--- config.mk ---
export PLATFORM = sky130hd
export DESIGN_NAME = pc_sequencer_flat
export DESIGN_NICKNAME = d
export VERILOG_FILES = /design/src/rtl/pc_pkg.sv /design/src/rtl/pc_sequencer_if.sv /design/src/rtl/ras_stack.sv /design/src/rtl/pc_sequencer.sv /design/src/flat_wrapper.sv
export SDC_FILE = /design/constraint.sdc
export NUM_CORES = 1
export LEC_CHECK = 0
export ABC_AREA = 0
export ABC_CLOCK_PERIOD_IN_PS = 3760
export CAP_MARGIN = 20
export CORE_ASPECT_RATIO = 0.8
export CORE_MARGIN = 10
export CORE_UTILIZATION = 50
export CTS_CLUSTER_DIAMETER = 60
export DETAILED_ROUTE_END_ITERATION = 7
export GPL_TIMING_DRIVEN = 0
export HOLD_SLACK_MARGIN = 0.08
export PLACE_DENSITY = 0.7
export REMOVE_ABC_BUFFERS = 1
export SYNTH_ARGS = -nofsm -noshare
export SYNTH_HDL_FRONTEND = slang
export SYNTH_SLANG_ARGS = --single-unit
--- constraint.sdc ---
create_clock -name clock -period 3.76 [get_ports clock]
set_input_delay 0.94 -clock clock [delete_from_list [all_inputs] [get_ports clock]]
set_output_delay 0.94 -clock clock [all_outputs]
set_load 0.005 [all_outputs]
--- src/rtl/pc_pkg.sv ---
// pc_pkg: shared next-PC source encodings and return-address-stack occupancy states.
//   pc_src_e    : 2-bit next-PC select used by the control unit and pc_sequencer
//   ras_state_e : occupancy of the return-address stack
package pc_pkg;
  typedef enum logic [1:0] {
    PC_SRC_DFT = 2'd0,
    PC_SRC_BTA = 2'd1,
    PC_SRC_JMP = 2'd2,
    PC_SRC_RA  = 2'd3
  } pc_src_e;
  typedef enum logic [1:0] {
    RAS_EMPTY   = 2'd0,
    RAS_PARTIAL = 2'd1,
    RAS_FULL    = 2'd2
  } ras_state_e;
endpackage

--- src/rtl/pc_sequencer_if.sv ---
// pc_sequencer_if: control-side bundle of the program-counter unit.
//   master : control unit (drives pc_en, pc_src, call, i_imm, j_imm, clear_flags)
//   slave  : pc_sequencer (drives pc, ras_top, ras_count, ras_empty, ras_full,
//            ras_overflow, ras_underflow)
interface pc_sequencer_if #(
  parameter int ADDR_W    = 32,
  parameter int JIMM_W    = 26,
  parameter int RAS_DEPTH = 8
);
  import pc_pkg::*;
  logic                         pc_en;
  pc_src_e                      pc_src;
  logic                         call;
  logic [ADDR_W-1:0]            i_imm;
  logic [JIMM_W-1:0]            j_imm;
  logic                         clear_flags;
  logic [ADDR_W-1:0]            pc;
  logic [ADDR_W-1:0]            ras_top;
  logic [$clog2(RAS_DEPTH):0]   ras_count;
  logic                         ras_empty;
  logic                         ras_full;
  logic                         ras_overflow;
  logic                         ras_underflow;
  modport master (
    output pc_en, pc_src, call, i_imm, j_imm, clear_flags,
    input  pc, ras_top, ras_count, ras_empty, ras_full, ras_overflow, ras_underflow
  );
  modport slave (
    input  pc_en, pc_src, call, i_imm, j_imm, clear_flags,
    output pc, ras_top, ras_count, ras_empty, ras_full, ras_overflow, ras_underflow
  );
endinterface

--- src/rtl/ras_stack.sv ---
// ras_stack: circular LIFO of return addresses; a push while full overwrites the oldest entry.
//   clock, reset_n      : clock, asynchronous active-low reset
//   push, push_data     : store push_data on top (push wins if both are set)
//   pop                 : drop the top entry (no effect when empty)
//   top, count          : top entry (0 when empty), valid entries
//   full, empty         : occupancy
//   overflow, underflow : single-cycle fault pulses (push while full / pop while empty)
module ras_stack #(
  parameter int WIDTH = 32,
  parameter int DEPTH = 8
) (
  input  logic                     clock,
  input  logic                     reset_n,
  input  logic                     push,
  input  logic                     pop,
  input  logic [WIDTH-1:0]         push_data,
  output logic [WIDTH-1:0]         top,
  output logic [$clog2(DEPTH):0]   count,
  output logic                     full,
  output logic                     empty,
  output logic                     overflow,
  output logic                     underflow
);
  import pc_pkg::*;
  localparam int PW = $clog2(DEPTH);
  localparam int CW = PW + 1;
  logic [WIDTH-1:0] mem [DEPTH];
  logic [PW-1:0]    ptr;
  logic [CW-1:0]    cnt;
  ras_state_e       state, state_nx;
  always_ff @(posedge clock or negedge reset_n)
    if (!reset_n) state <= RAS_EMPTY;
    else          state <= state_nx;
  always_comb begin
    state_nx  = state;
    overflow  = push && state == RAS_FULL;
    underflow = pop && !push && state == RAS_EMPTY;
    case (state)
      RAS_EMPTY:   state_nx = push ? RAS_PARTIAL : RAS_EMPTY;
      RAS_PARTIAL: state_nx = push ? (cnt == CW'(DEPTH - 1) ? RAS_FULL : RAS_PARTIAL)
                            : pop ? (cnt == CW'(1) ? RAS_EMPTY : RAS_PARTIAL) : RAS_PARTIAL;
      RAS_FULL:    state_nx = !push && pop ? RAS_PARTIAL : RAS_FULL;
      default:     state_nx = RAS_EMPTY;
    endcase
  end
  // ptr names the next free slot; once full it aliases the oldest entry, so a push overwrites it.
  always_ff @(posedge clock or negedge reset_n)
    if (!reset_n) begin
      ptr <= '0;
      cnt <= '0;
      for (int i = 0; i < DEPTH; i++) mem[i] <= '0;
    end else if (push) begin
      mem[ptr] <= push_data;
      ptr      <= ptr + PW'(1);
      cnt      <= full ? cnt : cnt + CW'(1);
    end else if (pop && !empty) begin
      ptr <= ptr - PW'(1);
      cnt <= cnt - CW'(1);
    end
  assign empty = state == RAS_EMPTY;
  assign full  = state == RAS_FULL;
  assign count = cnt;
  assign top   = empty ? '0 : mem[ptr - PW'(1)];
endmodule

--- src/rtl/pc_sequencer.sv ---
// pc_sequencer: program counter with next-PC mux, hardware return-address stack and sticky stack faults.
//   clock, reset_n : clock, asynchronous active-low reset (pc loads RESET_PC)
//   bus (slave)    : pc_en stall, pc_src/call select, i_imm/j_imm immediates, clear_flags;
//                    pc, ras_top/count/empty/full, sticky ras_overflow/ras_underflow
module pc_sequencer #(
  parameter int              ADDR_W    = 32,
  parameter int              JIMM_W    = 26,
  parameter int              PC_INC    = 1,
  parameter int              RAS_DEPTH = 8,
  parameter logic [ADDR_W-1:0] RESET_PC = '0
) (
  input  logic        clock,
  input  logic        reset_n,
  pc_sequencer_if.slave bus
);
  import pc_pkg::*;
  logic [ADDR_W-1:0]            pc_q, pc_nx, seq_pc, top;
  logic [$clog2(RAS_DEPTH):0]   count;
  logic                         push, pop, full, empty, ovf_p, udf_p, ovf_q, udf_q;
  assign seq_pc = pc_q + ADDR_W'(PC_INC);
  assign push   = bus.pc_en && bus.pc_src == PC_SRC_JMP && bus.call;
  assign pop    = bus.pc_en && bus.pc_src == PC_SRC_RA;
  // A return on an empty stack falls through to the sequential address.
  assign pc_nx = bus.pc_src == PC_SRC_BTA ? pc_q + bus.i_imm
               : bus.pc_src == PC_SRC_JMP ? {pc_q[ADDR_W-1:JIMM_W], bus.j_imm}
               : bus.pc_src == PC_SRC_RA && !empty ? top
               : seq_pc;
  ras_stack #(.WIDTH(ADDR_W), .DEPTH(RAS_DEPTH)) u_ras (
    .clock     (clock),
    .reset_n   (reset_n),
    .push      (push),
    .pop       (pop),
    .push_data (seq_pc),
    .top       (top),
    .count     (count),
    .full      (full),
    .empty     (empty),
    .overflow  (ovf_p),
    .underflow (udf_p)
  );
  // Fault pulses are already qualified by pc_en; a new fault beats a same-cycle clear.
  always_ff @(posedge clock or negedge reset_n)
    if (!reset_n) begin
      pc_q  <= RESET_PC;
      ovf_q <= 1'b0;
      udf_q <= 1'b0;
    end else begin
      if (bus.pc_en) pc_q <= pc_nx;
      ovf_q <= ovf_p || (ovf_q && !bus.clear_flags);
      udf_q <= udf_p || (udf_q && !bus.clear_flags);
    end
  assign bus.pc            = pc_q;
  assign bus.ras_top       = top;
  assign bus.ras_count     = count;
  assign bus.ras_empty     = empty;
  assign bus.ras_full      = full;
  assign bus.ras_overflow  = ovf_q;
  assign bus.ras_underflow = udf_q;
endmodule

--- src/flat_wrapper.sv ---
// flat-port wrapper written by rule: the top's interface ports become plain ports
module pc_sequencer_flat import pc_pkg::*;
#(
  parameter int              ADDR_W    = 32,
  parameter int              JIMM_W    = 26,
  parameter int              PC_INC    = 1,
  parameter int              RAS_DEPTH = 8,
  parameter logic [ADDR_W-1:0] RESET_PC = '0
)
  (clock, reset_n, bus_pc_en, bus_pc_src, bus_call, bus_i_imm, bus_j_imm, bus_clear_flags, bus_pc, bus_ras_top, bus_ras_count, bus_ras_empty, bus_ras_full, bus_ras_overflow, bus_ras_underflow);
  pc_sequencer_if #(.ADDR_W(ADDR_W), .JIMM_W(JIMM_W), .RAS_DEPTH(RAS_DEPTH)) bus_i ();
  input  logic clock;
  input  logic reset_n;
  input wire logic [$bits(bus_i.pc_en)-1:0] bus_pc_en;
  input wire logic [$bits(bus_i.pc_src)-1:0] bus_pc_src;
  input wire logic [$bits(bus_i.call)-1:0] bus_call;
  input wire logic [$bits(bus_i.i_imm)-1:0] bus_i_imm;
  input wire logic [$bits(bus_i.j_imm)-1:0] bus_j_imm;
  input wire logic [$bits(bus_i.clear_flags)-1:0] bus_clear_flags;
  output wire logic [$bits(bus_i.pc)-1:0] bus_pc;
  output wire logic [$bits(bus_i.ras_top)-1:0] bus_ras_top;
  output wire logic [$bits(bus_i.ras_count)-1:0] bus_ras_count;
  output wire logic [$bits(bus_i.ras_empty)-1:0] bus_ras_empty;
  output wire logic [$bits(bus_i.ras_full)-1:0] bus_ras_full;
  output wire logic [$bits(bus_i.ras_overflow)-1:0] bus_ras_overflow;
  output wire logic [$bits(bus_i.ras_underflow)-1:0] bus_ras_underflow;
  assign bus_i.pc_en = bus_pc_en;
  assign bus_i.pc_src = bus_pc_src;
  assign bus_i.call = bus_call;
  assign bus_i.i_imm = bus_i_imm;
  assign bus_i.j_imm = bus_j_imm;
  assign bus_i.clear_flags = bus_clear_flags;
  assign bus_pc = bus_i.pc;
  assign bus_ras_top = bus_i.ras_top;
  assign bus_ras_count = bus_i.ras_count;
  assign bus_ras_empty = bus_i.ras_empty;
  assign bus_ras_full = bus_i.ras_full;
  assign bus_ras_overflow = bus_i.ras_overflow;
  assign bus_ras_underflow = bus_i.ras_underflow;
  pc_sequencer #(.ADDR_W(ADDR_W), .JIMM_W(JIMM_W), .PC_INC(PC_INC), .RAS_DEPTH(RAS_DEPTH), .RESET_PC(RESET_PC)) u_core (.clock(clock), .reset_n(reset_n), .bus(bus_i));
endmodule
==> results of run 1 <==
==> power groups by stage <==
stage                     combinational (µW)  clock (µW)  sequential, µW
after detailed placement                7520           0            5640
after global placement                  6920           0            5680
after floorplan                         4760           0            5360
after global routing                    9360        3450            5670
after CTS                               8400        3330            5490
final                                   8660        3280            5540
==> final timing paths <==
check / to / slack, ns
worst max-delay path: bus_ras_top[3] / -0.04
worst min-delay path: u_core.u_ras.mem[6] / 0.44
worst max register to register: u_core.bus.pc[28] / 0.39
worst min register to register: u_core.u_ras.mem[65] / 0.48
max in group asynchronous: u_core.u_ras.mem[182] / 2.30
min in group clock: u_core.u_ras.mem[65] / 0.48
==> cell type report <==
type	instances	area (µm²)	area share
Tap cell	420	526	0.0268
Sequential cell	299	7490	0.381
Multi-Input combinational cell	1225	8200	0.417
Inverter	36	155	0.00790
Timing Repair Buffer	184	2200	0.112
Clock inverter	12	106	0.00541
Clock buffer	45	973	0.0496
==> state kept, by name (all words and copies together) (netlist names) <==
name                      cells
u_core.bus.ras_overflow       1
u_core.bus.pc                32
u_core.u_ras.state            2
u_core.u_ras.ptr              3
u_core.u_ras.mem            256
u_core.bus.ras_underflow      1
u_core.u_ras.count            4
==> cell usage in the layout, fill, tap and decap left out, types with 7 or more instances in the layout <==
master           Yosys  layout
nand4_1             12      12
inv_1               34      34
o21ai_0            193     193
ha_1                37      36
a21oi_1            191     174
buf_6                3      10
o211ai_1            13      13
and3_1              12      11
a21oi_2              0      15
o21bai_1             8       8
a21o_1              13      13
xor2_1              29      28
dfrtp_1            299     296
buf_4                4       7
mux2_2              12      12
dlymetal6s2s_1       0      12
nand3_1             28      26
buf_16               0       9
buf_8                0      14
a31oi_1              8       8
a211oi_1            14      13
nand2_1            279     279
mux4_2              71      71
nor2_1             169     166
clkbuf_16            0      36
xnor2_1             33      32
clkdlybuf4s50_1      0     118
==> cell families (layout without fill, tap and decap cells) <==
family	after synthesis	count (layout)
xor gates and xnor gates	63	63
AOI/OAI and AO/OA	487	487
DFF	299	299
buffers and inverters	147	277
adders and majority gates	38	38
and+or+nand+nor	547	548
muxes	89	89
==> stage by stage <==
step	power [µW]	worst slack (ns)	cell area [µm²]
after floorplan	10100	-3.10	15600
after global placement	12600	-11.23	17500
after detailed placement	13200	-1.48	18100
after CTS	17200	-0.0907	19500
after global routing	18500	-0.0915	19600
final	17500	-0.0352	19600
==> routing by layer <==
metal  vias up  part of all wire  wire length [µm]  GRT usage
met5         -                 0                 0          0
met3       100              0.10              5380     0.0596
met4         0             0.023              1210     0.0654
li1       6145                 -                 -          -
met1      6746              0.42             22300      0.367
met2       643              0.45             23600      0.394
==> worst reg2reg max path: stages (launching register included) <==
cell and delay [ns]:
dfrtp_1 0.58, ha_1 0.34, fa_1 0.44, a211oi_2 0.27, o21a_2 0.22, o31ai_2 0.13, a311oi_2 0.37, nor2_1 0.18
a221oi_2 0.33, o21ai_1 0.11, xnor2_1 0.18, o21ai_0 0.09
==> what timing repair did <==
action | CTS | global route
setup endpoints to repair | 265 | 44
hold endpoints to repair | 0 | 0
setup buffers | 8 | 6
gates resized for setup | 28 | 33
gates cloned | 4 | 1
hold buffers | 0 | 0
pin swaps | 3 | 6
==> results.txt, run 1 <==
----------------------------------------------------
[Run status]
  Outcome ... complete, but fails checks
  Failing checks ... negative setup slack

[Job]
  Max-capacitance violation count ... 0

[Clock tree]
  Clock insertion delay at the later pin of the skew report ... ~0.53 ns
  Clock transition time at the flip-flop clock pins of the worst setup and hold paths ... approximately 0.060 ns
  Depth of the CTS H-tree ... 2
  CTS tree ... built
  Clock buffer count from CTS ... 35
  Maximum count of clock buffers along a single path ... 3
  Clk sinks ... around 300
  Clk root buf ... clkbuf_16

[Layout]
  Layout cell share with drive strength beyond 1 ... 0.139
  Total number of nets in the final design ... about 1,900
  Layout Cells excl Fill ... 2,221
  Antenna fix cells ... 0
  Post-route core utilization ... 0.622
  Fill cells ... 2,588
  Synthesis-to-finish area growth ... 22.4%

[Floorplanning]
  Die outline area ... 39,700 µm²
  Area of the core ... between 30,000 and 40,000 µm²
  I/O pins ... roughly 140
  Initial core utilization ... 0.508
  Horizontal die dimension ... ~220 µm
  Row cnt ... a little under 60
  Vertical extent of the die ... 180 µm

[Setup path]
  CP peak stage delay ... roughly 0.54 ns
  Kind of cell adding the most delay to the critical path ... buffers and inverters
  Maximum fanout count along the critical path ... 14
  Data arrival at the endpoint of the critical path ... about 2.9 ns
  Required time of the worst setup path ... between 2 and 3 ns
  FF-to-FF Start ... u_core.bus.pc[0]
  Worst reg-to-reg path cell count ... 11
  Startpoint class of the critical path ... flop
  Critical path class ... flop to output port
  Max stage delay cell, worst path ... clkdlybuf4s50_1
  Ordered list of cells on the worst path ... inv_8 > ha_4 > buf_12 > bufbuf_16 > mux4_2 > nand2_1 > a21oi_1 > clkdlybuf4s50_1
  Crit. path cell count ... 8
  Kind of end point of the critical path ... output port
  Launch point of the critical path ... u_core.u_ras.ptr[0]
  Number of buffer and inverter stages on the critical path ... 4

[Synth]
  Most frequently used flop master after synthesis ... dfrtp_1
  Synthesized cell area ... between 15,000 and 20,000 µm²
  Number of distinct standard cells referenced by the synthesized netlist ... 74
  Simple-gate share of the synthesized area ... 0.147
  Fraction of registers with async set/reset ... 1.00
  Area share of the largest cell type after synthesis ... 0.466
  Dominant cell by count in the synthesized netlist ... dfrtp_1
  Portion of the post-synthesis area used by sequential elements ... 0.466
  Combinational family with the most area after synthesis ... compound AO/OA/AOI/OAI gates
  FF+latch count, synth ... between 200 and 300
  Mux cell area share after synthesis ... 0.112
  Synth cell count leaders ... 299 x dfrtp_1, 279 x nand2_1, 193 x o21ai_0
  Syn Area/Cell ... a little under 10 µm²
  Yosys warning count ... 0
  Adder-cell area share of the yosys netlist ... 0.0301
  Library cell occupying the most area in the post-synthesis netlist ... dfrtp_1
  Synthesized netlist cell count ... roughly 1,700
  EDFF count, synth ... 0
  Compound-gate portion of the synthesized area ... 0.172
  Biggest area contributors in the synthesized netlist ... dfrtp_1 47%, mux4_2 10%, nand2_1 6.5%, o21ai_0 6.0%, a21oi_1 6.0%
  Xor-xnor portion of the synthesized cell area ... 0.0356

[Detailed routing]
  Mean number of vias per cell ... around 6
  Mean routed wirelength per cell ... around 24 µm
  Count of routing violations after the opening detailed-route iteration ... ~1,500
  Remaining antenna violation count after routing ... 0
  First drt pass iteration count ... 7
  Number of vias in the routed layout ... roughly 14,000
  DRT Wirelength ... around 53,000 µm
  DRC violation count after routing ... 0

[STA]
  Unrepaired setup endpoints after global routing ... yes
  Final critical path time including I/O delays and setup ... 3.80 ns
  Fin. max-slew vios ... 0
  Post-Route Hold Slack ... roughly 0.44 ns
  Final setup violation count ... 5
  Worst Skew ... 0.0123 ns
  Slew headroom ... 0.435
  Max Clk Rate ... 263 MHz
  Setup TNS ... -0.107 ns
  Worst setup slack after layout ... -0.0352 ns
  Final Hold Vio Count ... 0
  Final worst path period share ... 1.01
  Least-Margin Pin Slew ... between 0.8 and 0.9 ns

[Pwr]
  VDD IR-drop max ... 0.000449 V
  Clock group share of total power ... 0.188
  Switching power as a share of total power ... 0.398
  Static Leakage ... roughly 0.0085 µW
  Power density cells ... roughly 900 nW/µm²
  Internal Dissipation ... between 10,000 and 15,000 µW
  Sequential cell fraction of total power ... 0.317
  Net Switching ... roughly 7000 µW
  Share of total power in combinational logic ... 0.495

[GRT]
  Total Routing Usage GR ... 0.259
  Initial antenna violation count ... 0
  Wire length of the first global-routing pass ... 80,200 µm
  Maximum number of pins on one net before global-route repair ... roughly 110
  Via count of the first global-routing pass ... 13,300
  Leftover overflow at the end of global routing ... 0

[Place]
  Number of cells after detailed placement ... between 2,000 and 2,500
  Dpl hpwl ... 34,200 µm
  Gpl congestion ... around 0.9
  Input/output buffers ... 136

[Worst hold path]
  Classification of the worst-slack hold path ... primary input to async pin

----------------------------------------------------
No activity file was read; power rests on OpenSTA's default activity.
==> run 2, diff against run 1 <==
Settings changed: RECOVER_POWER set to 50.
==> run 2 against run 1 <==
Clock power about the same. Setup slack got worse by 0.0082 ns. Power hardly changed. Global-route usage stayed put. The run ends with max-capacitance violations, max-slew violations, negative setup slack left. Wire length down 0.19%.
==> results.txt, run 2 (synthesized netlist as in run 1, its figures left out) <==
----------------------------------------------------
[Place]
  Gpl congestion ... 0.895 (unchanged)
  Post-placement setup slack ... -1.48 ns (unchanged)
  Dpl hpwl ... 34,200 µm (unchanged)
  Input/output buffers ... 136 (unchanged)

[GRT]
  Initial antenna violation count ... 0 (unchanged)
  Total Routing Usage GR ... 0.259 (unchanged)
  Leftover overflow at the end of global routing ... 0 (unchanged)
  Wire length of the first global-routing pass ... 80,200 µm (unchanged)
  Maximum number of pins on one net before global-route repair ... 114 (unchanged)
  Via count of the first global-routing pass ... 13,300 (unchanged)

[Floorplanning]
  Horizontal die dimension ... 220 µm (unchanged)
  Area of the core ... 31,600 µm² (unchanged)
  Vertical extent of the die ... 180 µm (unchanged)
  Initial core utilization ... 0.508 (unchanged)
  Die outline area ... 39,700 µm² (unchanged)
  I/O pins ... 137 (unchanged)
  Row cnt ... 58 (unchanged)

[Setup path]
  Maximum fanout count along the critical path ... 15 (was 14)
  Data arrival at the endpoint of the critical path ... 2.86 ns (about the same)
  Required time of the worst setup path ... 2.82 ns (about the same)
  Critical path destination ... bus_ras_top[24] (was bus_ras_top[3])
  FF-to-FF Start ... u_core.bus.pc[0] (unchanged)
  Launch point of the critical path ... u_core.u_ras.ptr[0] (unchanged)
  Worst reg-to-reg path cell count ... 11 (unchanged)
  Startpoint class of the critical path ... flop (unchanged)
  Flop2flop setup slack ... 0.42 ns (was 0.39 ns)
  Critical path class ... flop to output port (unchanged)
  Reg-to-reg endpoint ... u_core.bus.pc[28] (unchanged)
  Kind of end point of the critical path ... output port (unchanged)

[STA]
  Slew headroom ... -0.506 (was 0.435)
  Unrepaired setup endpoints after global routing ... yes (unchanged)
  Final critical path time including I/O delays and setup ... 3.80 ns (about the same)
  Final worst path period share ... 1.01 (about the same)
  Max Clk Rate ... 263 MHz (about the same)
  Final setup violation count ... 4 (was 5)
  Fin. max-slew vios ... 86 (was 0)
  Least-Margin Pin Slew ... 2.26 ns (was 0.845 ns)
  Final Hold Vio Count ... 0 (unchanged)
  Worst setup slack after layout ... -0.0434 ns (was -0.0352 ns)
  Worst Skew ... 0.0110 ns (was 0.0123 ns)

[Detailed routing]
  Mean routed wirelength per cell ... 23.6 µm (about the same)
  DRT Wirelength ... 52,400 µm (was 52,500 µm)
  Remaining antenna violation count after routing ... 0 (unchanged)
  DRC violation count after routing ... 0 (unchanged)
  Count of routing violations after the opening detailed-route iteration ... 1,499 (was 1,474)
  Mean number of vias per cell ... 6.14 (about the same)
  Number of vias in the routed layout ... 13,600 (about the same)
  First drt pass iteration count ... 6 (was 7)

[Pwr]
  Static Leakage ... 0.00852 µW (was 0.00853 µW)
  Power density cells ... 891 nW/µm² (was 890 nW/µm²)
  VDD IR-drop max ... 0.000451 V (was 0.000449 V)
  Final Power ... 17,500 µW (about the same)

[Layout]
  Most frequent standard cell in the layout excluding fill and tap cells ... dfrtp_1 (unchanged)
  Most frequent cells in the layout ... 296 x dfrtp_1, 279 x nand2_1, 193 x o21ai_0, 174 x a21oi_1, 166 x nor2_1 (unchanged)
  Biggest register ... u_core.u_ras.mem (unchanged)
  Antenna fix cells ... 0 (unchanged)
  Synthesis-to-finish area growth ... 22.2% (was 22.4%)
  Fill cells ... 2,593 (was 2,588)
  Max reg flops ... 256 (unchanged)
  Area taken by flip-flops and latches ... 7490 µm² (unchanged)
  Layout cell share with drive strength beyond 1 ... 0.139 (about the same)
  Area occupied by multi-input gates ... 8200 µm² (unchanged)
  Total number of nets in the final design ... 1,884 (unchanged)

[Clock tree]
  Post-CTS Hold Buffers ... 0 (unchanged)
  Clock transition time at the flip-flop clock pins of the worst setup and hold paths ... 0.06 ns (about the same)
  Clk sinks ... 299 (unchanged)
  CTS tree ... built (unchanged)
  Depth of the CTS H-tree ... 2 (unchanged)
  Clock insertion delay at the later pin of the skew report ... 0.53 ns (about the same)
  Clk root buf ... clkbuf_16 (unchanged)
  Maximum count of clock buffers along a single path ... 3 (unchanged)
  Clock buffer count from CTS ... 35 (unchanged)

[Worst hold path]
  Classification of the worst-slack hold path ... flop to flop (was primary input to async pin)
  Source of the worst hold timing path ... u_core.u_ras.mem[65]

[Run status]
  Outcome ... complete, but fails checks (unchanged)
  Failing checks ... max-capacitance violations, max-slew violations, negative setup slack (was negative setup slack)

[Job]
  Max-capacitance violation count ... 1 (was 0)

----------------------------------------------------
## run 2: cell types whose count changed in the layout (fill, tap and decap cells not counted), sizes merged
cell           before  now
clkdlybuf4s50     118  116
buf                48   47
dlygate4sd3         0    2
clkbuf             47   48
## run 2: stage by stage
step / utilization / instance area (µm²) / hold slack (ns) / TNS (ns) / cells
5_1_grt: 0.621 / 19600 / 0.498 / -0.767 / 2221
4_1_cts: 0.617 / 19500 / 0.456 / -0.758 / 2214
2_1_floorplan: - / 15600 / 0.440 / -542.03 / 1559
3_5_place_dp: 0.572 / 18100 / 0.465 / -271.27 / 2145
3_3_place_gp: 0.553 / 17500 / 0.457 / -4940.46 / 2115
6_report: 0.621 / 19600 / 0.475 / -0.111 / 2221
## run 2: repair_timing
item                                    4_1_cts  5_1_grt
gates cloned                                  4        1
resized for setup                            28       33
endpoints found under the setup margin      265       44
pin swaps                                     3        6
buffers inserted                              8        6
## run 2: worst min-delay path by stage
stage | cells after the start | slack, ns | to
after floorplan | 2 | 0.44 | u_core.u_ras.mem[65]
after global placement | 2 | 0.46 | u_core.u_ras.mem[162]
after detailed placement | 2 | 0.46 | u_core.u_ras.mem[65]
after CTS | 1 | 0.46 | u_core.u_ras.mem[6]
after global routing | 2 | 0.50 | u_core.u_ras.mem[141]
final | 2 | 0.47 | u_core.u_ras.mem[65]
## run 2: power breakdown
group	internal [µW]	switching (µW)	total, µW
combinational	4110	4550	8660
sequential	4500	1030	5540
clock	1900	1390	3280
total	10500	6970	17500
## run 2: cell type report
type / instances / share of cell area
Clock buffer: 45 / 0.0496
Multi-Input combinational cell: 1225 / 0.418
Timing Repair Buffer: 184 / 0.111
Sequential cell: 299 / 0.382
Tap cell: 420 / 0.0268
Clock inverter: 12 / 0.00542
Inverter: 36 / 0.00791
## run 2: per-layer routing
layer / up-vias / global-route usage / wire (µm)
met3: 91 / 0.0596 / 5240
met4: 0 / 0.0654 / 1190
met5: - / 0 / 0
met1: 6794 / 0.367 / 22400
li1: 6133 / - / -
met2: 618 / 0.394 / 23600
## run 2: worst max-delay path, cell delays in order (launching register included)
cell	delay (ns)
dfrtp_4	0.51
inv_8	0.10
ha_4	0.25
buf_12	0.14
buf_16	0.16
mux4_2	0.23
nand2_1	0.09
a21oi_4	0.28
clkdlybuf4s50_1	0.57
==> run 3, diff against run 2 <==
Settings changed: ABC_CLOCK_PERIOD_IN_PS 3760 to 4800.
Clock period 3.76 ns to 4.8 ns, I/O delays scaled along.
==> run 3 against run 2 <==
The run ends with max-capacitance violations, max-slew violations left. Register-to-register slack better by 0.83 ns. Sequential power decreased by 22%. Clock skew rose by 0.0046 ns. Hold slack hardly changed. Via count down 1.8%. Utilization decreased by 1.3 points. Final cell count is 0.63% lower. Largest power group unchanged.
==> results.txt, run 3 (synthesized netlist as in run 1, its figures left out) <==
----------------------------------------------------
[Clock tree]
  Maximum count of clock buffers along a single path ... 3 (unchanged)
  Clk sinks ... 299 (unchanged)
  Clock insertion delay at the later pin of the skew report ... 0.53 ns (about the same)
  Clock buffer count from CTS ... 35 (unchanged)
  Depth of the CTS H-tree ... 2 (unchanged)
  CTS tree ... built (unchanged)
  Clk root buf ... clkbuf_16 (unchanged)
  Clock transition time at the flip-flop clock pins of the worst setup and hold paths ... 0.06 ns (about the same)

[STA]
  Least-Margin Pin Slew ... 2.16 ns (was 2.26 ns)
  Worst setup slack after layout ... 0.208 ns (was -0.0434 ns)
  Max Clk Rate ... between 200 and 250 MHz
  Unrepaired setup endpoints after global routing ... no (was yes)
  Final setup violation count ... 0 (was 4)
  Final critical path time including I/O delays and setup ... 4.59 ns
  Slew headroom ... -0.441 (was -0.506)
  Worst Skew ... 0.0156 ns (was 0.0110 ns)
  Final Hold Vio Count ... 0 (unchanged)
  Final worst path period share ... 0.957
  Fin. max-slew vios ... 201 (was 86)

[Run status]
  Outcome ... complete, but fails checks (unchanged)
  Failing checks ... max-capacitance violations, max-slew violations (was max-capacitance violations, max-slew violations, negative setup slack)

[Pwr]
  VDD IR-drop max ... 0.000519 V (was 0.000451 V)
  Power density cells ... 677 nW/µm² (was 891 nW/µm²)
  Final Power ... 13,000 µW (was 17,500 µW)
  Static Leakage ... 0.00818 µW (was 0.00852 µW)

[GRT]
  Leftover overflow at the end of global routing ... 0 (unchanged)
  Via count of the first global-routing pass ... 13,100 (was 13,300)
  Maximum number of pins on one net before global-route repair ... 114 (unchanged)
  Met2 Track Usage GR ... 0.383 (was 0.394)
  Met3 track demand over resource ... 0.0520 (was 0.0596)
  Wire length of the first global-routing pass ... 77,800 µm (was 80,200 µm)
  Routing usage on met1 ... 0.358 (was 0.367)
  Initial antenna violation count ... 0 (unchanged)
  Total Routing Usage GR ... 0.250 (was 0.259)
  Highest-utilization routing layer at the global route stage ... met2 (unchanged)

[Worst hold path]
  Classification of the worst-slack hold path ... flop to flop (unchanged)

[Setup path]
  Number of buffer and inverter stages on the critical path ... 3 (was 4)
  Required time of the worst setup path ... 3.60 ns (was 2.82 ns)
  CP peak stage delay ... 0.60 ns (was 0.57 ns)
  Flop2flop setup slack ... 1.25 ns (was 0.42 ns)
  Critical path class ... flop to output port (unchanged)
  Maximum fanout count along the critical path ... 58 (was 15)
  FF-to-FF Start ... u_core.bus.pc[0] (unchanged)
  Reg-to-reg endpoint ... u_core.bus.pc[28] (unchanged)
  Kind of cell adding the most delay to the critical path ... buffers and inverters (unchanged)
  Kind of end point of the critical path ... output port (unchanged)
  Worst reg-to-reg path cell count ... 11 (unchanged)
  Startpoint class of the critical path ... flop (unchanged)
  Crit. path cell count ... 7 (was 8)
  Ordered list of cells on the worst path ... inv_1 > ha_4 > buf_16 > mux4_2 > nand2_1 > a21oi_1 > clkdlybuf4s50_1 (was inv_8 > ha_4 > buf_12 > buf_16 > mux4_2 > nand2_1 > a21oi_4 > clkdlybuf4s50_1)
  Launch point of the critical path ... u_core.u_ras.ptr[1] (was u_core.u_ras.ptr[0])
  Data arrival at the endpoint of the critical path ... 3.39 ns (was 2.86 ns)
  Max stage delay cell, worst path ... clkdlybuf4s50_1 (unchanged)
  Critical path destination ... bus_ras_top[22] (was bus_ras_top[24])

[Place]
  Gpl congestion ... 0.895 (unchanged)
  Input/output buffers ... 136 (unchanged)
  Dpl hpwl ... 34,200 µm (unchanged)
  Post-placement setup slack ... -0.704 ns (was -1.48 ns)
  Number of cells after detailed placement ... 2,145 (unchanged)
  Cell area after placement ... 18,100 µm² (unchanged)

[Layout]
  Most frequent standard cell in the layout excluding fill and tap cells ... dfrtp_1 (unchanged)
  Antenna fix cells ... 0 (unchanged)
  Biggest register ... u_core.u_ras.mem (unchanged)
  Post-route core utilization ... 0.608 (was 0.621)
  Layout Cells excl Fill ... 2,207 (was 2,221)
  Synthesis-to-finish area growth ... 19.6% (was 22.2%)
  Final design instance area without fill ... 19,200 µm² (was 19,600 µm²)
  Layout cell share with drive strength beyond 1 ... 0.120 (was 0.139)
  Fill cells ... 2,637 (was 2,593)
  Total number of nets in the final design ... 1,870 (was 1,884)
  Most frequent cells in the layout ... 298 x dfrtp_1, 279 x nand2_1, 193 x o21ai_0, 190 x a21oi_1, 167 x nor2_1 (was 296 x dfrtp_1, 279 x nand2_1, 193 x o21ai_0, 174 x a21oi_1, 166 x nor2_1)
  Max reg flops ... 256 (unchanged)

[Floorplanning]
  Die outline area ... 39,700 µm² (unchanged)
  I/O pins ... 137 (unchanged)
  Initial core utilization ... 0.508 (unchanged)
  Area of the core ... 31,600 µm² (unchanged)
  Vertical extent of the die ... 180 µm (unchanged)
  Row cnt ... 58 (unchanged)
  Horizontal die dimension ... 220 µm (unchanged)

[Detailed routing]
  Mean routed wirelength per cell ... 22.6 µm (was 23.6 µm)
  Remaining antenna violation count after routing ... 0 (unchanged)
  DRC violation count after routing ... 0 (unchanged)
  DRT Wirelength ... 49,900 µm (was 52,400 µm)
  First drt pass iteration count ... 6 (unchanged)
  Number of vias in the routed layout ... 13,400 (was 13,600)
  Count of routing violations after the opening detailed-route iteration ... 1,294 (was 1,499)
  Mean number of vias per cell ... 6.07 (was 6.14)

[Job]
  Max-capacitance violation count ... 2 (was 1)

----------------------------------------------------
[run 3: changes by cell type in the layout (fill, tap and decap cells not counted), sizes merged]
cell	delta
buf	-12
dlygate4sd2	-2
dlymetal6s2s	-12
dlygate4sd3	+34
nand3	-1
bufbuf	-2
clkdlybuf4s50	-19
[run 3: metal layers]
layer  vias to the layer above  routed length (µm)
li1                       6101                   -
met1                      6643               21800
met2                       571               22600
met3                        74                4560
met4                         0                 907
met5                         -                   0
[run 3: repair_timing]
action / CTS / global route
gates resized for setup: 3 / 3
setup buffers: 3 / 2
gates cloned: 0 / 0
endpoints found under the setup margin: 42 / 27
hold buffers: 0 / 0
[run 3: worst min-delay path: stages, from the launching register on]
cell     delay, ns
dfrtp_1       0.34
nand2_1       0.05
o21ai_0       0.06
[run 3: where the power goes]
group / internal [µW] / switching [µW] / total (µW)
combinational: 2840 / 3250 / 6090
sequential: 3530 / 801 / 4330
clock: 1490 / 1090 / 2580
[run 3: per-stage QoR]
stage | setup TNS (ns) | hold WS, ns
6_report | 0 | 0.474
5_1_grt | 0 | 0.498
4_1_cts | 0 | 0.479
3_5_place_dp | -61.84 | 0.465
3_3_place_gp | -4432.39 | 0.457
2_1_floorplan | -250.51 | 0.440
[run 3: final cells by class]
class | instances | area (µm²) | area share
timing repair buffer | 171 | 1900 | 0.0992
inverter | 36 | 139 | 0.00724
multi-input combinational | 1224 | 8060 | 0.420
sequential | 299 | 7490 | 0.390
tap | 420 | 526 | 0.0274
clock inverter | 12 | 106 | 0.00554
clock buffer | 45 | 973 | 0.0507
[run 3: worst min-delay path by stage]
| stage | startpoint | to | slack, ns | depth (start not counted) |
|---|---|---|---|---|
| floorplan | u_core.u_ras.mem[65] | u_core.u_ras.mem[65] | 0.44 | 2 |
| global placement | u_core.u_ras.mem[162] | u_core.u_ras.mem[162] | 0.46 | 2 |
| detailed placement | u_core.u_ras.mem[65] | u_core.u_ras.mem[65] | 0.46 | 2 |
| CTS | u_core.u_ras.mem[65] | u_core.u_ras.mem[65] | 0.48 | 2 |
| global route | u_core.u_ras.mem[141] | u_core.u_ras.mem[141] | 0.50 | 2 |
| finish | u_core.u_ras.mem[148] | u_core.u_ras.mem[148] | 0.47 | 2 |
